==> src/rtl/dehaze_pkg.sv <==
// Shared definitions for the dehaze pipeline: default sample width,
// window indexing helpers and the tracker state type.
package dehaze_pkg;

  localparam int DATA_W_DEF = 8;

  // Frame tracker state: waiting for a start-of-frame, or inside a frame.
  typedef enum logic {
    TRK_IDLE   = 1'b0,
    TRK_ACTIVE = 1'b1
  } trk_state_e;

  // Row-major index of the centre pixel of an odd win x win window.
  function automatic int centre_idx(input int win);
    return (win * win) / 2;
  endfunction

  // LSB position of channel c, pixel p inside a flattened window bus.
  function automatic int pix_lsb(input int c, input int p, input int win, input int data_w);
    return (c * win * win + p) * data_w;
  endfunction

endpackage

==> src/rtl/atmo_light_est_if.sv <==
// Window stream in, atmospheric-light result out. The upstream window
// generator and result consumer use the master side; the estimator is the slave.
interface atmo_light_est_if #(
  parameter int DATA_W = 8,
  parameter int NCH    = 3,
  parameter int WIN    = 3
) ();

  logic [NCH*WIN*WIN*DATA_W-1:0] win_i;
  logic                          valid_i;
  logic                          sof_i;
  logic                          eof_i;
  logic                          smooth_en_i;
  logic [NCH*DATA_W-1:0]         a_o;
  logic [DATA_W-1:0]             dark_max_o;
  logic                          a_valid_o;

  modport master (
    output win_i, valid_i, sof_i, eof_i, smooth_en_i,
    input  a_o, dark_max_o, a_valid_o
  );

  modport slave (
    input  win_i, valid_i, sof_i, eof_i, smooth_en_i,
    output a_o, dark_max_o, a_valid_o
  );

endinterface

==> src/rtl/atmo_light_est_min.sv <==
// Combinational minimum of N packed DATA_W-bit samples. Used per channel
// over a window and again across channels for the dark-channel value.
module chan_win_min #(
  parameter int DATA_W = 8,
  parameter int N      = 9
) (
  input  logic [N*DATA_W-1:0] data,
  output logic [DATA_W-1:0]   min_val
);

  // Linear scan; synthesis rebalances the compare chain as needed.
  // NOTE: min_val gets a value before the loop so no path leaves it unassigned (no latch).
  always_comb begin
    min_val = data[DATA_W-1:0];
    for (int i = 1; i < N; i++) begin
      if (data[i*DATA_W +: DATA_W] < min_val) begin
        min_val = data[i*DATA_W +: DATA_W];
      end
    end
  end

endmodule

==> src/rtl/atmo_light_est.sv <==
// Atmospheric-light estimator: per-window dark channel, per-frame maximum
// tracking, and optional temporal IIR smoothing of the resulting colour.
module atmo_light_est
  import dehaze_pkg::*;
#(
  parameter int DATA_W    = DATA_W_DEF,
  parameter int NCH       = 3,
  parameter int WIN       = 3,
  parameter int SMOOTH_SH = 2
) (
  input logic             clk,
  input logic             reset,
  atmo_light_est_if.slave bus
);

  localparam int NPIX = WIN * WIN;
  localparam int CTR  = centre_idx(WIN);
  localparam int PW   = NCH * DATA_W;

  logic [PW-1:0]     ch_min, win_ctr;
  logic [PW-1:0]     s1_min, s1_ctr;
  logic              s1_valid, s1_sof, s1_eof;
  logic [DATA_W-1:0] dark_comb, s2_dark;
  logic [PW-1:0]     s2_ctr;
  logic              s2_valid, s2_sof, s2_eof;
  trk_state_e        state, state_nxt;
  logic              best_upd, close_frame, close_q;
  logic [DATA_W-1:0] best_dark, dark_frame, dark_q;
  logic [PW-1:0]     best_rgb, a_frame, a_q, a_smooth;
  logic              done, a_valid_q, have_prev;

  for (genvar c = 0; c < NCH; c++) begin : g_chan
    chan_win_min #(.DATA_W(DATA_W), .N(NPIX)) u_win_min (
      .data    (bus.win_i[pix_lsb(c, 0, WIN, DATA_W) +: NPIX*DATA_W]),
      .min_val (ch_min[c*DATA_W +: DATA_W])
    );
    assign win_ctr[c*DATA_W +: DATA_W] = bus.win_i[pix_lsb(c, CTR, WIN, DATA_W) +: DATA_W];
  end

  // S1 control: delay the window qualifiers by one stage.
  // NOTE: sequential state uses <= so every register samples pre-edge values.
  always_ff @(posedge clk) begin
    if (reset) begin
      s1_valid <= 1'b0;
      s1_sof   <= 1'b0;
      s1_eof   <= 1'b0;
    end else begin
      s1_valid <= bus.valid_i;
      s1_sof   <= bus.valid_i & bus.sof_i;
      s1_eof   <= bus.valid_i & bus.eof_i;
    end
  end

  // S1 data: per-channel window minima and centre colour.
  // NOTE: datapath registers are not reset; they are only read when their valid is set.
  always_ff @(posedge clk) begin
    if (bus.valid_i) begin
      s1_min <= ch_min;
      s1_ctr <= win_ctr;
    end
  end

  chan_win_min #(.DATA_W(DATA_W), .N(NCH)) u_dark_min (
    .data    (s1_min),
    .min_val (dark_comb)
  );

  // S2 control: delay the qualifiers once more.
  always_ff @(posedge clk) begin
    if (reset) begin
      s2_valid <= 1'b0;
      s2_sof   <= 1'b0;
      s2_eof   <= 1'b0;
    end else begin
      s2_valid <= s1_valid;
      s2_sof   <= s1_sof;
      s2_eof   <= s1_eof;
    end
  end

  // S2 data: dark-channel value and centre colour.
  always_ff @(posedge clk) begin
    if (s1_valid) begin
      s2_dark <= dark_comb;
      s2_ctr  <= s1_ctr;
    end
  end

  // S3 tracker next-state: restart on sof, strict-greater update, close on eof.
  always_comb begin
    state_nxt   = state;
    best_upd    = 1'b0;
    close_frame = 1'b0;
    if (s2_valid) begin
      if (s2_sof) begin
        best_upd  = 1'b1;
        state_nxt = TRK_ACTIVE;
      end else if (state == TRK_ACTIVE && s2_dark > best_dark) begin
        best_upd = 1'b1;
      end
      if (s2_eof && (s2_sof || state == TRK_ACTIVE)) begin
        close_frame = 1'b1;
        state_nxt   = TRK_IDLE;
      end
    end
  end

  // S3 tracker registers: frame state and running best window.
  always_ff @(posedge clk) begin
    if (reset) begin
      state     <= TRK_IDLE;
      best_dark <= '0;
      best_rgb  <= '0;
      close_q   <= 1'b0;
    end else begin
      state   <= state_nxt;
      close_q <= close_frame;
      if (best_upd) begin
        best_dark <= s2_dark;
        best_rgb  <= s2_ctr;
      end
    end
  end

  // Frame result handoff pulse, one cycle after the frame closes.
  always_ff @(posedge clk) begin
    if (reset) done <= 1'b0;
    else       done <= close_q;
  end

  // Snapshot of the closed frame's best window, decoupled from the tracker.
  always_ff @(posedge clk) begin
    if (close_q) begin
      a_frame    <= best_rgb;
      dark_frame <= best_dark;
    end
  end

  // IIR step per channel: a + floor((new - a) / 2^SMOOTH_SH), stays in range.
  for (genvar c = 0; c < NCH; c++) begin : g_smooth
    logic signed [DATA_W:0] diff, step;
    assign diff = $signed({1'b0, a_frame[c*DATA_W +: DATA_W]}) - $signed({1'b0, a_q[c*DATA_W +: DATA_W]});
    assign step = diff >>> SMOOTH_SH;
    assign a_smooth[c*DATA_W +: DATA_W] = DATA_W'(a_q[c*DATA_W +: DATA_W] + step);
  end

  // S4 output: publish the frame result, smoothed when a previous A exists.
  always_ff @(posedge clk) begin
    if (reset) begin
      a_q       <= '0;
      dark_q    <= '0;
      a_valid_q <= 1'b0;
      have_prev <= 1'b0;
    end else begin
      a_valid_q <= done;
      if (done) begin
        a_q       <= (bus.smooth_en_i && have_prev) ? a_smooth : a_frame;
        dark_q    <= dark_frame;
        have_prev <= 1'b1;
      end
    end
  end

  assign bus.a_o        = a_q;
  assign bus.dark_max_o = dark_q;
  assign bus.a_valid_o  = a_valid_q;

endmodule

==> src/flat_wrapper.sv <==
// flat-port wrapper written by rule: the top's interface ports become plain ports
module atmo_light_est_flat import dehaze_pkg::*;
#(
  parameter int DATA_W    = DATA_W_DEF,
  parameter int NCH       = 3,
  parameter int WIN       = 3,
  parameter int SMOOTH_SH = 2
)
  (clk, reset, bus_win_i, bus_valid_i, bus_sof_i, bus_eof_i, bus_smooth_en_i, bus_a_o, bus_dark_max_o, bus_a_valid_o);
  atmo_light_est_if #(.DATA_W(DATA_W), .NCH(NCH), .WIN(WIN)) bus_i ();
  input logic clk;
  input logic reset;
  input wire logic [$bits(bus_i.win_i)-1:0] bus_win_i;
  input wire logic [$bits(bus_i.valid_i)-1:0] bus_valid_i;
  input wire logic [$bits(bus_i.sof_i)-1:0] bus_sof_i;
  input wire logic [$bits(bus_i.eof_i)-1:0] bus_eof_i;
  input wire logic [$bits(bus_i.smooth_en_i)-1:0] bus_smooth_en_i;
  output wire logic [$bits(bus_i.a_o)-1:0] bus_a_o;
  output wire logic [$bits(bus_i.dark_max_o)-1:0] bus_dark_max_o;
  output wire logic [$bits(bus_i.a_valid_o)-1:0] bus_a_valid_o;
  assign bus_i.win_i = bus_win_i;
  assign bus_i.valid_i = bus_valid_i;
  assign bus_i.sof_i = bus_sof_i;
  assign bus_i.eof_i = bus_eof_i;
  assign bus_i.smooth_en_i = bus_smooth_en_i;
  assign bus_a_o = bus_i.a_o;
  assign bus_dark_max_o = bus_i.dark_max_o;
  assign bus_a_valid_o = bus_i.a_valid_o;
  atmo_light_est #(.DATA_W(DATA_W), .NCH(NCH), .WIN(WIN), .SMOOTH_SH(SMOOTH_SH)) u_core (.clk(clk), .reset(reset), .bus(bus_i));
endmodule
==> config.mk <==
export PLATFORM = sky130hd
export DESIGN_NAME = atmo_light_est_flat
export DESIGN_NICKNAME = d
export VERILOG_FILES = /design/src/rtl/dehaze_pkg.sv /design/src/rtl/atmo_light_est_if.sv /design/src/rtl/atmo_light_est_min.sv /design/src/rtl/atmo_light_est.sv /design/src/flat_wrapper.sv
export SDC_FILE = /design/constraint.sdc
export NUM_CORES = 1
export LEC_CHECK = 0
export CORE_MARGIN = 2
export CORE_UTILIZATION = 60
export CTS_CLUSTER_SIZE = 20
export DETAILED_ROUTE_END_ITERATION = 10
export HOLD_SLACK_MARGIN = 0.12
export MAX_ROUTING_LAYER = met4
export PLACE_DENSITY = 0.86
export RECOVER_POWER = 100
export SLEW_MARGIN = 20
export SYNTH_ARGS = -nofsm -noshare
export SYNTH_HDL_FRONTEND = slang
export SYNTH_SLANG_ARGS = --single-unit
==> constraint.sdc <==
create_clock -name clk -period 28.1 [get_ports clk]
set_input_delay 5.62 -clock clk [delete_from_list [all_inputs] [get_ports clk]]
set_output_delay 5.62 -clock clk [all_outputs]
set_load 0.03 [all_outputs]
==> flow_metrics.py, run 1 <==
metrics = {
    "power": {
        "clkPwrFrac": 0.170,
        "comb_power_share": 0.566,
        "report.power.total_mw": 1.34,
        "fraction_of_power_consumed_by_sequential_logic": 0.264,
        "cellInternalPower_mw": 0.809,
        "power.net_switching_mw": 0.535,
        "leakage_component_of_the_power_nw": 8.61,
        "power_switching_share": 0.398,
        "pwr_density_cell_mw_per_mm2": 70.8,
        "power.ir.vdd_worst_mv": 0.0447,
    },
    "floorplanning": {
        "die_width_um": 166,
        "core_area_mm2": 0.0259,
        "initial_core_util": 0.606,
        "row_count": 59,
        "total_die_area_mm2": 0.0275,
        "top_level_ports": 255,
        "die_y_um": 166,
    },
    "clocking": {
        "htree_levels": 4,
        "cts_tree": "built",
        "cts_inserted_buffers": 17,
        "postCtsSetupRepairBufs": 0,
        "cts.root.buffer_cell": "sky130_fd_sc_hd__clkbuf_16",
        "clk_pin_slew_worst_paths_ns": 0.06,
        "cts_max_path_buffers": 2,
        "clkLatencyLatePin_ns": 0.43,
        "cts.repair.resized": 0,
        "postCtsHoldBufs": 0,
        "clock_sink_count": 187,
    },
    "drt": {
        "route.vias.total": 13700,
        "wl_mm": 37.7,
        "drc": 0,
        "first_iter_violations": 922,
        "final_antenna_net_count": 0,
        "wire_per_inst_um": 16.1,
        "first_pass_iteration_count_of_the_detailed_router": 9,
        "drt-vias-per-instance": 5.86,
    },
    "placed_design": {
        "place_inst": 2301,
        "hpwlAfterDp_mm": 30.4,
        "weighted_congestion_at_the_end_of_routability_driven_global_placement": 0.932,
        "placedInstanceArea_mm2": 0.0185,
        "buffer_ports.inserted": 254,
    },
    "synth": {
        "ys_dominant_reg_cell": "sky130_fd_sc_hd__edfxtp_1",
        "asyncSetResetFlopFracSynth": 0,
        "ys_seq_area_frac": 0.310,
        "synth_area_mm2": 0.0157,
        "synth-edff-count": 112,
        "syn_avg_cell_area_um2": 8.94,
        "synth-seq-cells": 187,
        "yosys_warnings": 0,
        "mappedNetlistNets": 2181,
        "ys_types": 99,
        "netlist_instances": 1757,
    },
    "timing": {
        "finalSetupViolations": 0,
        "final_count_of_pins_violating_max_slew": 205,
        "whs_ns": 0.419,
        "clock_skew_after_layout_ns": 0.00761,
        "setup_total_negative_slack_ns": 0,
        "slew_headroom": -1.22,
        "period_needed_ns": 24.24,
        "rsz0062_at_grt": "false",
        "timing_hold_violations_final": 0,
        "finalCritPeriodShare": 0.863,
        "transition_time_at_the_pin_with_the_least_slew_margin_ns": 3.33,
        "max_freq_ghz": 0.0413,
    },
    "grt": {
        "grt_max_degree": 74,
        "gr-usage-all-layers": 0.279,
        "fraction_of_met2_tracks_used_by_global_routing": 0.478,
        "grt-ovfl-total": 0,
        "global_route.usage.met1": 0.345,
        "grt_antenna_before_repair": 1,
        "number_of_global_route_vias_before_repair": 13300,
        "groute.layer.met3.usage": 0.0384,
        "top_usage_layer": "met2",
        "grt_first_pass_wirelength_mm": 62.9,
    },
    "finish": {
        "layout.cell_area.non_filler_mm2": 0.0190,
        "nNetsFinal": 2409,
        "area_growth_syn_to_layout_pct": 20.8,
        "drive_above_1_share": 0.0460,
        "stdcell_count": 2334,
    },
    "status": {
        "violated_checks": "capacitance limit, slew limit",
        "outcome": "complete, but fails checks",
    },
    "critical_path": {
        "kind_of_end_point_of_the_critical_path": "register",
        "critical_path.slowest_cell": "sky130_fd_sc_hd__o21ai_0",
        "crit_path_max_incr_delay_ns": 1.77,
        "setup.worst_path.class": "in2reg",
        "start_kind": "primary input",
        "cp_top_delay_family": "compound AO/OA/AOI/OAI gates",
        "worst-endpoint-required_ns": 28.28,
        "cp_data_arrival_time_ns": 24.42,
        "path_buf_inv": 7,
        "most_frequent_cp_cell": "sky130_fd_sc_hd__ha_1",
        "timing.critical_path.fanout_max": 17,
    },
    "run": {
        "max_cap_viols": 5,
    },
    "min_path": {
        "min-delay-path-class": "reg2reg",
    },
}
path summary, 6_finish.rpt:
kind                               from                     endpoint  slack, ns  cells past startpoint
max                       bus_win_i[74]   u_core.s1_min[8]$_DFFE_PP_       3.86                     73
min          u_core.s1_ctr[6]$_DFFE_PP_   u_core.s2_ctr[6]$_DFFE_PP_       0.42                      0
max reg2reg  u_core.s1_min[1]$_DFFE_PP_  u_core.s2_dark[6]$_DFFE_PP_      23.20                     21
min reg2reg  u_core.s1_ctr[6]$_DFFE_PP_   u_core.s2_ctr[6]$_DFFE_PP_       0.42                      0
cells in the mapped netlist, drive strengths merged, types with 6 or more instances:
cell type	n	area (um^2)
ha	199	2490
inv	190	713
nor2	183	689
mux2i	126	1280
a21oi	122	629
edfxtp	112	3360
nand2	104	390
o21ai	94	482
dfxtp	75	1500
a21o	49	368
nand3	42	210
clkbuf	38	143
mux2	37	432
nor3	37	201
o21a	30	226
nor2b	27	169
nand2b	25	156
o211ai	23	178
xnor2	17	149
a211oi	16	130
and2	14	87.6
buf	14	85.1
maj3	14	141
a31oi	13	111
or3	11	68.8
nand4	10	62.6
or2	8	50.1
xor2	8	70.1
a311oi	7	61.3
and3	7	43.8
and4	7	61.3
a211o	6	52.6
per-layer routing:
metal / part of all wire / routed length, um
met5: 0 / 0
met4: 0.025 / 942
met3: 0.046 / 1740
met2: 0.49 / 18500
met1: 0.44 / 16500
per-stage QoR:
| step | setup WS (ns) | utilization |
|---|---|---|
| 2_1_floorplan | 8.25 | - |
| 3_3_place_gp | 5.89 | 0.714 |
| 3_5_place_dp | 5.63 | 0.714 |
| 4_1_cts | 6.04 | 0.735 |
| 5_1_grt | 2.41 | 0.733 |
| 6_report | 3.86 | 0.733 |
placed cells by master (no fill, tap or decap), types with 17 or more instances in the layout:
master,instances
sky130_fd_sc_hd__a21o_1,49
sky130_fd_sc_hd__a21oi_1,120
sky130_fd_sc_hd__clkbuf_16,17
sky130_fd_sc_hd__clkdlybuf4s50_1,192
sky130_fd_sc_hd__dfxtp_1,75
sky130_fd_sc_hd__dlygate4sd3_1,60
sky130_fd_sc_hd__edfxtp_1,112
sky130_fd_sc_hd__ha_1,199
sky130_fd_sc_hd__inv_1,190
sky130_fd_sc_hd__mux2_2,27
sky130_fd_sc_hd__mux2i_1,124
sky130_fd_sc_hd__nand2_1,104
sky130_fd_sc_hd__nand2b_1,25
sky130_fd_sc_hd__nand3_1,42
sky130_fd_sc_hd__nor2_1,182
sky130_fd_sc_hd__nor2b_1,27
sky130_fd_sc_hd__nor3_1,35
sky130_fd_sc_hd__o211ai_1,22
sky130_fd_sc_hd__o21a_1,29
sky130_fd_sc_hd__o21ai_0,92
sky130_fd_sc_hd__xnor2_1,17
flip-flops by register name, summed over array words and instances, names as in the netlist, 8 cells and up:
signal / count
u_core.s2_dark: 8
u_core.a_frame: 24
u_core.best_dark: 8
u_core.s1_ctr: 24
u_core.bus.dark_max_o: 8
u_core.s1_min: 24
u_core.bus.a_o: 24
u_core.best_rgb: 24
u_core.dark_frame: 8
u_core.s2_ctr: 24
power groups by stage:
| stage | Sequential [mW] | Combinational, mW | Clock (mW) |
|---|---|---|---|
| after floorplan | 0.355 | 0.595 | 0 |
| after global placement | 0.360 | 0.732 | 0 |
| after detailed placement | 0.361 | 0.763 | 0 |
| after CTS | 0.356 | 0.767 | 0.231 |
| after global routing | 0.360 | 0.856 | 0.242 |
| final | 0.355 | 0.760 | 0.228 |
logic make-up (layout without fill, tap and decap cells):
| group | count (synthesis) | after routing | share of synthesized area |
|---|---|---|---|
| compound gates | 435 | 435 | 0.189 |
| xor+xnor | 25 | 25 | 0.0139 |
| mux | 164 | 164 | 0.110 |
| simple gates | 488 | 488 | 0.146 |
| fa+ha+maj | 216 | 216 | 0.171 |
| other cells | 0 | 1 | 0 |
| flops | 187 | 187 | 0.310 |
| buf+inv | 242 | 483 | 0.0599 |
final cells by class:
class	instances	area (um^2)
multi-input combinational	1328	9860
clock buffer	19	433
timing repair buffer	261	2570
antenna	1	2.50
fill	1904	6920
inverter	190	713
tap	335	419
sequential	187	4860
clock inverter	13	125
Power figures use the tool's default switching activity.
==> run 2: changes to the inputs <==
CAP_MARGIN = 25   (was not set)
==> results of run 2 <==
The final DEF is identical to that of run 1; final timing and power are the same.
==> run 3: changes to the inputs <==
ABC_CLOCK_PERIOD_IN_PS = 28100   (was not set)
CORE_UTILIZATION = 50   (was 60)
PLACE_DENSITY = 0.73   (was 0.86)
==> flow_metrics.py, run 3 (synthesized netlist as in run 1, its figures left out) <==
metrics = {
    "status": {
        "outcome": "complete, but fails checks",
        "violated_checks": "capacitance limit, slew limit",
    },
    "finish": {
        "multi_input_area_mm2": 0.00985,
        "leading_cell_type_in_the_layout_fill_and_taps_excluded": "sky130_fd_sc_hd__ha_1",
        "sequential_cell_area_mm2": 0.00486,
        "drive_above_1_share": 0.0465,
        "antennaDiodeCount": 0,
        "nNetsFinal": 2409,
        "layout.cell_area.non_filler_mm2": 0.0191,
        "area_growth_syn_to_layout_pct": 21.4,
        "final_core_util": 0.620,
        "nFillCells": 2601,
        "most-common-layout-cells": "sky130_fd_sc_hd__ha_1 (199), sky130_fd_sc_hd__clkdlybuf4s50_1 (193), sky130_fd_sc_hd__inv_1 (190), sky130_fd_sc_hd__nor2_1 (183), sky130_fd_sc_hd__mux2i_1 (124)",
    },
    "floorplanning": {
        "core_area_mm2": 0.0307,
        "row_count": 64,
        "top_level_ports": 255,
        "total_die_area_mm2": 0.0329,
        "initial_core_util": 0.511,
        "die_width_um": 181,
        "die_y_um": 181,
    },
    "grt": {
        "grt_antenna_before_repair": 0,
        "grt_max_degree": 74,
        "gr-usage-all-layers": 0.234,
        "number_of_global_route_vias_before_repair": 13100,
        "grt_first_pass_wirelength_mm": 62.4,
        "grt-ovfl-total": 0,
    },
    "drt": {
        "drt-vias-per-instance": 5.54,
        "first_iter_violations": 784,
        "wire_per_inst_um": 15.6,
        "route.vias.total": 13300,
        "first_pass_iteration_count_of_the_detailed_router": 5,
        "drc": 0,
        "wl_mm": 37.3,
        "final_antenna_net_count": 0,
    },
    "timing": {
        "transition_time_at_the_pin_with_the_least_slew_margin_ns": 3.34,
        "finalSetupViolations": 0,
        "rsz0062_at_grt": "false",
        "clock_skew_after_layout_ns": 0.0157,
        "final_count_of_pins_violating_max_slew": 176,
        "max_freq_ghz": 0.0419,
        "period_needed_ns": 23.85,
        "slew_headroom": -1.23,
        "whs_ns": 0.415,
        "timing_hold_violations_final": 0,
        "setup_total_negative_slack_ns": 0,
        "finalCritPeriodShare": 0.849,
    },
    "power": {
        "report.power.total_mw": 1.34,
        "pwr_density_cell_mw_per_mm2": 70.3,
        "leakage_component_of_the_power_nw": 8.62,
        "power.ir.vdd_worst_mv": 0.0525,
    },
    "clocking": {
        "postCtsSetupRepairBufs": 0,
        "cts_max_path_buffers": 2,
        "cts.repair.resized": 0,
        "clock_sink_count": 187,
        "clk_pin_slew_worst_paths_ns": 0.07,
        "htree_levels": 4,
        "postCtsHoldBufs": 0,
        "cts_tree": "built",
        "cts_inserted_buffers": 17,
        "clkLatencyLatePin_ns": 0.43,
        "cts.root.buffer_cell": "sky130_fd_sc_hd__clkbuf_16",
    },
    "critical_path": {
        "critical_path.slowest_cell": "sky130_fd_sc_hd__o21ai_0",
        "timing.critical_path.fanout_max": 17,
        "worstRegToRegCells": 20,
        "r2r_slack_ns": 23.28,
        "setup.worst_path.class": "in2reg",
        "cp_data_arrival_time_ns": 24.03,
        "start_kind": "primary input",
        "worst-endpoint-required_ns": 28.28,
        "setup.worst_path.end": "u_core.s1_min[8]$_DFFE_PP_",
        "worst_setup_path_startpoint": "bus_win_i[74]",
        "r2r_end": "u_core.s2_dark[5]$_DFFE_PP_",
        "reg2reg_from": "u_core.s1_min[9]$_DFFE_PP_",
        "kind_of_end_point_of_the_critical_path": "register",
        "most_frequent_cp_cell": "sky130_fd_sc_hd__ha_1",
        "crit_path_max_incr_delay_ns": 1.72,
    },
    "min_path": {
        "min-delay-path-class": "reg2reg",
    },
    "placed_design": {
        "placedInstanceArea_mm2": 0.0186,
        "hpwlAfterDp_mm": 30.7,
        "weighted_congestion_at_the_end_of_routability_driven_global_placement": 0.921,
        "buffer_ports.inserted": 254,
    },
    "run": {
        "max_cap_viols": 4,
    },
}
[run 3: worst min-delay path by stage]
stage               cells after the start                         from                     endpoint
floorplan                               0   u_core.s1_ctr[0]$_DFFE_PP_   u_core.s2_ctr[0]$_DFFE_PP_
global route                            0   u_core.s1_ctr[8]$_DFFE_PP_   u_core.s2_ctr[8]$_DFFE_PP_
detailed placement                      0  u_core.s1_ctr[12]$_DFFE_PP_  u_core.s2_ctr[12]$_DFFE_PP_
global placement                        0  u_core.s1_ctr[12]$_DFFE_PP_  u_core.s2_ctr[12]$_DFFE_PP_
CTS                                     0   u_core.s1_ctr[8]$_DFFE_PP_   u_core.s2_ctr[8]$_DFFE_PP_
finish                                  0  u_core.s1_ctr[21]$_DFFE_PP_  u_core.s2_ctr[21]$_DFFE_PP_
[run 3: metal layers]
metal,vias to the layer above,share of wire,track usage
met5,-,0,-
met4,0,0.0096,0.0452
met3,30,0.047,0.0320
met2,313,0.46,0.381
met1,6124,0.48,0.314
li1,6807,-,-
[run 3: layout make-up]
class                      instances  share of cell area
inverter                         190              0.0374
tap                              396              0.0260
clock buffer                      18              0.0236
sequential                       187               0.255
timing repair buffer             261               0.135
clock inverter                    14             0.00650
multi-input combinational       1328               0.517
[run 3: worst max-delay path: cells and delay by family]
kind            cells  cell delay (ns)
compound gates     29             7.02
fa+ha+maj           8             2.41
buf+inv             7             1.14
mux                 6             1.81
simple gates       23             5.96
[run 3: power by group]
group          internal (mW)  switching, mW  total [mW]
registers              0.339         0.0189       0.358
logic                  0.340          0.413       0.753
clock network          0.122          0.109       0.231
total                  0.801          0.541        1.34
[run 3: stage by stage]
step	cells	setup slack, ns
after global placement	2362	6.18
after global routing	2394	2.51
after floorplan	1757	8.25
final	2394	4.25
after CTS	2394	6.45
after detailed placement	2362	6.08
==> RTL edit (config.mk and constraints of run 2) <==
`WIN` is set to 3 in 3 places; all go to 2.
--- a/src/rtl/atmo_light_est_if.sv
+++ b/src/rtl/atmo_light_est_if.sv
@@ -5,3 +5,3 @@
   parameter int NCH    = 3,
-  parameter int WIN    = 3
+  parameter int WIN    = 2
 ) ();
--- a/src/rtl/atmo_light_est.sv
+++ b/src/rtl/atmo_light_est.sv
@@ -7,3 +7,3 @@
   parameter int NCH       = 3,
-  parameter int WIN       = 3,
+  parameter int WIN       = 2,
   parameter int SMOOTH_SH = 2
--- a/src/flat_wrapper.sv
+++ b/src/flat_wrapper.sv
@@ -5,3 +5,3 @@
   parameter int NCH       = 3,
-  parameter int WIN       = 3,
+  parameter int WIN       = 2,
   parameter int SMOOTH_SH = 2
Ports: changed (resized bus_win_i); port bits go from 255 to 135. No check against the original RTL was run, so the function may have changed too.
==> RTL edit against run 2 <==
- critical endpoint is now u_core.s1_min[16]$_DFFE_PP_
- non-clock buffer count decreased by 120
- clock skew increased by 0.0023 ns
- power decreased by 47%
- hold slack got worse by 0.0016 ns
- clock power about the same
- worst setup slack improved by 12 ns
- combinational power decreased by 79%
- design area decreased by 32%
- the run still ends with max-capacitance violations, max-slew violations left
- sequential cell count unchanged
- routed wire length decreased by 42%
- largest power group is now registers
- synthesized area decreased by 31%
==> RTL edit: results <==
[sta]
maxSlewViolCount = 122
tightest_slew_ns = 3.20
finClkSkew_ns = 0.00996

[cts]
numCtsBuffers = 17
clk_pin_slew_ns = 0.06
clock_path_buffers = 2
cts_resized = 0
h-tree-depth = 4

[detailed_routing]
drt-wirelength-per-cell_um = 15.6
first_pass_iters = 5
vias_per_cell = 5.64
dr.first_iter.drc_count = 329

[placement]
dp_hpwl_mm = 16.2
place.gp.congestion = 0.892
port_buffers = 134

[yosys]
synth_fp_nets = 1255
synthAdderAreaFrac_pct = 14.9
yosys-mux-area-fraction_pct = 10.3
synth_top_area_share_pct = 31.1
synthTopCellsByArea = "edfxtp_1, ha_1, dfxtp_1, mux2i_1, nor2_1"
ys_seq_area_share_pct = 45.0
synth.distinct_cells = 52
synth-xor-area-share_pct = 2.43
synth_common_cells = "ha_1, nor2_1, edfxtp_1"
synth-compound-area-share_pct = 13.3
async_flop_share_pct = 0

[pwr]
ir_drop_uv = 43.8
p_leak_nw = 5.57
internal_power_mw = 0.512

[grt]
grt_max_degree = 74
grt_usage_pct = 23.7
grt_first_pass_wirelength_mm = 36.6
antenna_found_initial = 1
grt_pass1_vias = 8018

[hold_path]
holdPathStages = 0
min_from = "u_core.s1_ctr[17]$_DFFE_PP_"
holdPathEnd = "u_core.s2_ctr[17]$_DFFE_PP_"

[status]
violations = "max-capacitance violations, max-slew violations"
status = "finished with violations"

[cells_and_area]
fillerInstances = 1246
layout.nets = 1388
drive_gt1_share_pct = 4.53

[critical_path]
path_max_fanout = 15
cp-endpoint = "u_core.s1_min[16]$_DFFE_PP_"
reg2regPathDepth = 14
crit_arrival_ns = 12.64
reg2reg_from = "u_core.s1_min[4]$_DFFE_PP_"
cp-startpoint = "bus_win_i[65]"
rrSetupSlack_ns = 24.37

[job]
cap_violations = 2
## RTL edit: cell count changes after synthesis, moves of 16 or more
cell | run 2 | this run
mux2i_1 | 124 | 93
nand2_1 | 104 | 71
nand3_1 | 42 | 6
inv_1 | 190 | 100
clkbuf_1 | 38 | 22
o211ai_1 | 22 | 1
ha_1 | 199 | 124
o21a_1 | 29 | 11
nor3_1 | 35 | 10
a21oi_1 | 119 | 57
o21ai_0 | 91 | 36
nor2_1 | 182 | 113
nand2b_1 | 25 | 8
a21o_1 | 49 | 18
## RTL edit: worst max-delay path, stage by stage
cell and delay, ns:
dlygate4sd3_1 0.54, inv_1 0.05, ha_1 0.28, a2111o_1 0.36, a221oi_1 1.30, a21oi_1 0.29
ha_1 0.39, nand4_1 0.14, a21oi_1 0.24, nor2_1 0.08, a21oi_1 0.59, o21ai_0 0.23
ha_1 0.33, a21o_1 0.18, a21oi_1 0.12, o21ai_0 0.12, or3_1 0.32, nor3_1 0.96
nor2_1 0.13, mux2_1 0.36
## RTL edit: area by class of cell
class | count | area (sq um) | share of cell area, %
Multi-Input combinational cell | 712 | 5390 | 41.9
Clock buffer | 21 | 493 | 3.83
Timing Repair Buffer | 141 | 1380 | 10.7
Clock inverter | 10 | 77.6 | 0.603
Sequential cell | 187 | 4870 | 37.8
Tap cell | 229 | 287 | 2.23
Antenna cell | 1 | 2.50 | 0.0194
Inverter | 100 | 375 | 2.92
## RTL edit: stage by stage
| step | cells | setup WS, ns | hold WS, ns | area (sq um) | util, % |
|---|---|---|---|---|---|
| after floorplan | 1026 | 17.77 | 0.400 | 10800 | - |
| after global placement | 1366 | 16.81 | 0.401 | 12400 | 69.3 |
| after detailed placement | 1367 | 16.62 | 0.405 | 12400 | 69.5 |
| after CTS | 1398 | 17.10 | 0.420 | 13000 | 72.6 |
| after global routing | 1401 | 14.86 | 0.430 | 12900 | 72.1 |
| final | 1401 | 15.63 | 0.418 | 12900 | 72.1 |
## RTL edit: kinds of logic (layout without fill, tap and decap cells)
kind of cell	Yosys count	in the layout
simple gates	243	243
compound gates	203	203
flops	187	187
fa+ha+maj	127	127
buf+inv	127	272
mux	109	109
xor+xnor	30	30
other cells	0	1
## RTL edit: routing by layer
layer	track usage, %	vias to the layer above	routed length [um]
met3	3.64	36	767
met1	28.9	3743	9650
met2	40.7	174	10900
li1	-	3950	-
met5	-	-	0
met4	7.63	0	438
## RTL edit: power groups by stage
stage	Clock (mW)	Sequential [mW]	Combinational, mW
floorplan	0	0.324	0.111
global placement	0	0.327	0.148
detailed placement	0	0.328	0.156
CTS	0.230	0.322	0.159
global route	0.241	0.324	0.173
finish	0.228	0.322	0.156
